===== config.mk =====
export PLATFORM = sky130hd
export DESIGN_NAME = seq_pattern_detector
export DESIGN_NICKNAME = d
export VERILOG_FILES = /design/src/rtl/seq_pattern_detector.sv
export SDC_FILE = /design/constraint.sdc
export NUM_CORES = 1
export LEC_CHECK = 0
export CORE_MARGIN = 5
export CORE_UTILIZATION = 44
export DETAILED_ROUTE_END_ITERATION = 10
export PLACE_DENSITY_LB_ADDON = 0.2
export SLEW_MARGIN = 20
export SYNTH_ARGS = -nofsm -noshare
export SYNTH_HDL_FRONTEND = slang
export SYNTH_SLANG_ARGS = --single-unit

===== constraint.sdc =====
create_clock -name clock -period 1.75 [get_ports clock]
set_input_delay 0.35 -clock clock [delete_from_list [all_inputs] [get_ports clock]]
set_output_delay 0.35 -clock clock [all_outputs]
set_load 0.1 [all_outputs]

===== src/rtl/seq_pattern_detector.sv =====
// ============================================================================
// seq_pattern_detector
//
// Serial bit-pattern detector. It compares a runtime-loadable PAT_LEN-bit
// pattern against the most recent PAT_LEN qualified bits of a serial stream.
// Matching can be overlapping or non-overlapping, and the mode is chosen per
// sampled bit.
//
// Parameters
//   PAT_LEN  pattern length in bits (2..16)
//   RST_PAT  pattern register value after reset
//   CNT_W    width of the optional saturating match counter
//
// Ports
//   clock        rising-edge system clock
//   resetn       asynchronous active-low reset
//   w            serial data bit
//   bit_valid    w is sampled on this edge only when high
//   overlap      1 = overlapping matches, 0 = non-overlapping
//   pat_in       new pattern; bit PAT_LEN-1 is compared with the oldest bit
//   pat_load     load pat_in into the pattern register (drops any bit this cycle)
//   match        registered one-cycle pulse on a detected match
//   state        0 = IDLE, 1 = HUNT, 2 = ARMED (coarse view of fill, for LEDs)
//   fill         number of valid history bits, saturating at PAT_LEN
//   match_count  saturating match counter, or constant 0 when compiled out
//
// Optional feature
//   Define SEQDET_MATCH_CNT_EN to build the match counter. Without it,
//   match_count is tied to 0 and no counter flops exist.
// ============================================================================
module seq_pattern_detector #(
    parameter int                 PAT_LEN = 4,
    parameter logic [PAT_LEN-1:0] RST_PAT = 4'b1101,
    parameter int                 CNT_W   = 8
) (
    input  logic                         clock,
    input  logic                         resetn,
    input  logic                         w,
    input  logic                         bit_valid,
    input  logic                         overlap,
    input  logic [PAT_LEN-1:0]           pat_in,
    input  logic                         pat_load,
    output logic                         match,
    output logic [1:0]                   state,
    output logic [$clog2(PAT_LEN+1)-1:0] fill,
    output logic [CNT_W-1:0]             match_count
);

    localparam int                FILL_W    = $clog2(PAT_LEN + 1);
    localparam logic [FILL_W-1:0] FILL_FULL = FILL_W'(PAT_LEN);

    localparam logic [1:0] ST_IDLE  = 2'd0;
    localparam logic [1:0] ST_HUNT  = 2'd1;
    localparam logic [1:0] ST_ARMED = 2'd2;

    logic [PAT_LEN-1:0] pattern_q;
    // Only the newest PAT_LEN-1 bits are kept. The oldest bit of a PAT_LEN-bit
    // history would be shifted out on the same edge it could first be compared,
    // so it is never observable.
    logic [PAT_LEN-2:0] hist_q;
    logic [FILL_W-1:0]  fill_q;
    logic [1:0]         state_q;
    logic               match_q;

    logic [PAT_LEN-1:0] window;
    logic [FILL_W-1:0]  fill_inc;
    logic [FILL_W-1:0]  fill_next;
    logic [1:0]         state_next;
    logic               hit;
    logic               match_next;

    function automatic logic [1:0] state_of(input logic [FILL_W-1:0] f);
        if (f == '0)
            return ST_IDLE;
        else if (f == FILL_FULL)
            return ST_ARMED;
        else
            return ST_HUNT;
    endfunction

    // Next-state logic. window is the history as it will look after this bit.
    always_comb begin
        window     = {hist_q, w};
        fill_inc   = (fill_q == FILL_FULL) ? FILL_FULL : fill_q + FILL_W'(1);
        hit        = (fill_inc == FILL_FULL) && (window == pattern_q);
        fill_next  = fill_q;
        match_next = 1'b0;
        if (pat_load) begin
            fill_next = '0;
        end else if (bit_valid) begin
            match_next = hit;
            // Non-overlapping mode discards the matched bits by emptying fill;
            // the history bits stay but are ignored until refilled.
            fill_next  = (hit && !overlap) ? '0 : fill_inc;
        end
        state_next = state_of(fill_next);
    end

    always_ff @(posedge clock or negedge resetn) begin
        if (!resetn) begin
            pattern_q <= RST_PAT;
            hist_q    <= '0;
            fill_q    <= '0;
            state_q   <= ST_IDLE;
            match_q   <= 1'b0;
        end else begin
            if (pat_load)
                pattern_q <= pat_in;
            else if (bit_valid)
                hist_q <= window[PAT_LEN-2:0];
            fill_q  <= fill_next;
            state_q <= state_next;
            match_q <= match_next;
        end
    end

`ifdef SEQDET_MATCH_CNT_EN
    logic [CNT_W-1:0] cnt_q;

    always_ff @(posedge clock or negedge resetn) begin
        if (!resetn)
            cnt_q <= '0;
        else if (pat_load)
            cnt_q <= '0;
        else if (match_next && (cnt_q != {CNT_W{1'b1}}))
            cnt_q <= cnt_q + CNT_W'(1);
    end

    assign match_count = cnt_q;
`else
    assign match_count = '0;
`endif

    assign match = match_q;
    assign state = state_q;
    assign fill  = fill_q;

endmodule

==> summary.md <==
| Metric | Value |
|---|---|
| Syn Inst Count | `62` |
| Worst R2R Start | `fill[0]` |
| Tmin final | `1590 ps` |
| Setup TNS | `0 ps` |
| Maxcap violations | `0` |
| Final Wtd Congestion | `0.840` |
| Number of buffers created by CTS | `3` |
| Multiplexer share of the synthesized area | `0.133` |
| Top-area cell type share of the netlist area | `0.336` |
| Sw Share | `0.386` |
| Diodes inserted | `0` |
| Skew final | `4.00 ps` |
| Largest family of logic cells by synthesized area | `multiplexers` |
| Die H | `51.2 um` |
| Worst-margin pin slew | `554 ps` |
| Port Buf Inserts | `15` |
| Initial DRC count | `10` |
| Largest net degree at the start of global routing | `14` |
| Max clock buf depth | `2` |
| # setup viols final | `0` |
| Rel. slew slack | `0.630` |
| Min-Delay Path Class | `input pin to asynchronous set/reset pin` |
| Synth area leader | `dfrtp_1` |
| Worst Path Required | `1960 ps` |
| Initial Utilization | `0.478` |
| Setup bufs post-CTS | `0` |
| Final hold vios | `0` |
| Static leakage | `0.424 nW` |
| Post-synthesis simple-gate area fraction | `0.111` |
| Global-route wire length before repair | `2.10 mm` |
| Most frequent cell after synthesis | `dfrtp_1` |
| Setup slack after layout | `161 ps` |
| Worst setup EP type | `register` |
| Resize count post-CTS | `0` |
| Via Count | `497` |
| Internal power | `0.531 mW` |
| Die ar. | `2620 um^2` |
| Clk root buf | `clkbuf_4` |
| Number of fillers in the final layout | `134` |
| Clock slew at reported path FFs | `80 ps` |
| DRT Wirelength | `1.29 mm` |
| Critical Path AT | `1800 ps` |
| DR DRC count | `0` |
| Initial antenna violation count | `0` |
| Hold buffer count at CTS | `0` |
| Core area | `1560 um^2` |
| RSZ-0062 raised after global routing | `false` |
| H-tree level count | `1` |
| CTS sink cnt | `13` |
| Area delta synth->final | `31.2%` |
| Fin crit share | `0.908` |
| Layout cells sized above 1 | `0.296` |
| Fin util | `0.628` |
| Top_reg_cell synth | `dfrtp_1` |
| CTS tree | `yes` |
| Top post-synthesis cells by count | `dfrtp_1, buf_4, mux2_1` |
| Site row count | `14` |
| Max VDD drop | `0.000606 V` |
| Sw power | `0.334 mW` |
| Xor/xnor share of the synthesized area | `0.0470` |
| CP max stage delay | `530 ps` |
| FF-to-FF setup slack | `160 ps` |
| Synth Area in Compound Gates | `0.109` |
| Routed WL per cell | `13.3 um` |
| Startpoint Class | `register` |
| Post-synthesis sequential area ratio | `0.441` |
| Max frequency | `0.629 GHz` |
| Via density | `5.12` |
| Vias in the first global route | `474` |
| FF+latch count, synth | `13` |
| Overall Global Routing Usage | `0.114` |
| Ranking of synthesized cells by area | `dfrtp_1, dfstp_2, buf_4` |
| Clock share of power | `0.219` |
| Mapped Area | `746 um^2` |
| Netlist cell types | `26` |
| Final Max Tran Viols | `0` |
| Worst-path maximum fanout | `7` |
| Worst path slowest cell | `dfrtp_4` |
| YS warnings | `0` |
| Crit-path cells | `inv_1, ha_1, a21oi_2, nor4_4, and4bb_1` |
| Crit path kind | `register to register` |
| Worst reg2reg endpoint | `match` |
| Combinational power share | `0.352` |
| Ys async rst share | `1.00` |
| I/O pin cnt | `24` |
| Synth Area in Adders | `0.0336` |
| Die extent in x | `51.2 um` |
| Synthesized area per cell | `12.0 um^2` |
| Total power | `0.865 mW` |
| Detail Placement HPWL | `1.08 mm` |
| Number of synthesized flops with an enable pin | `0` |
| R2R cell count | `5` |
| PD cells | `884 nW/um^2` |
| DR pass1 iterations | `4` |
| Clock Latency Late Sink | `280 ps` |
| Gr ovfl total | `0` |
| Status | `completed` |
| Remaining antenna violation count | `0` |
| Reg power frac | `0.429` |
| Final #Nets | `94` |
| Dpl ws | `117 ps` |
per-stage QoR:
step	std cells	cell area, um^2	hold WS (ps)
floorplan	69	778	54.4
global placement	93	952	496
detailed placement	93	952	514
CTS	97	978	433
global route	97	978	449
finish	97	978	423
state kept, by name, summed over array words and instances, names as in the netlist:
signal     cells
hist_q         3
pattern_q      4
match          1
state          2
fill           3
per-layer routing:
layer | track usage | up-vias | wire length [um]
li1 | - | 234 | -
met2 | 0.176 | 20 | 601
met3 | 0.0581 | 2 | 131
met1 | 0.130 | 241 | 551
met5 | 0 | - | 0
met4 | 0.0538 | 0 | 8
power by group through the flow:
stage	clock network [mW]	logic, mW	registers (mW)
finish	0.189	0.304	0.371
global route	0.223	0.320	0.377
CTS	0.200	0.306	0.372
detailed placement	0	0.306	0.378
global placement	0	0.303	0.376
floorplan	0	0.194	0.420
how the worst max path moves through the flow:
| stage | start | to | slack [ps] |
|---|---|---|---|
| after CTS | fill[0] | match | 160 |
| after floorplan | fill[1] | state[1] | 40 |
| after global placement | pat_load | hist_q[0] | 130 |
| after detailed placement | bit_valid | state[1] | 120 |
| final | fill[0] | match | 160 |
| after global routing | fill[0] | match | 90 |
cell usage in the layout, fill, tap and decap left out, types with 3 or more instances in the layout:
| master | count |
|---|---|
| a21oi_1 | 3 |
| buf_12 | 6 |
| buf_4 | 3 |
| clkbuf_4 | 3 |
| clkdlybuf4s50_1 | 9 |
| conb_1 | 8 |
| dfrtp_1 | 7 |
| dfstp_2 | 3 |
| mux2_1 | 6 |
| nor2_1 | 4 |
| xor2_1 | 4 |
layout make-up:
| type | instances | area, um^2 | area share |
|---|---|---|---|
| clock buffer | 4 | 26.3 | 0.0269 |
| inverter | 3 | 11.3 | 0.0115 |
| multi-input combinational | 43 | 353 | 0.361 |
| sequential | 13 | 335 | 0.343 |
| tap | 16 | 20.0 | 0.0205 |
| timing repair buffer | 18 | 233 | 0.238 |
logic make-up (layout without fill, tap and decap cells):
logic type / after synthesis / after routing
mux: 9 / 9
other cells: 1 / 8
compound gates: 10 / 10
simple gates: 10 / 10
flops: 13 / 13
xor+xnor: 4 / 4
fa+ha+maj: 2 / 2
buf+inv: 13 / 25
critical path, delay by kind of cell, from the launching register on:
family	cells	cell delay, ps
buf+inv	1	70
compound gates	1	110
fa+ha+maj	1	240
simple gates	2	560
flops	1	530
Power figures use the tool's default switching activity.
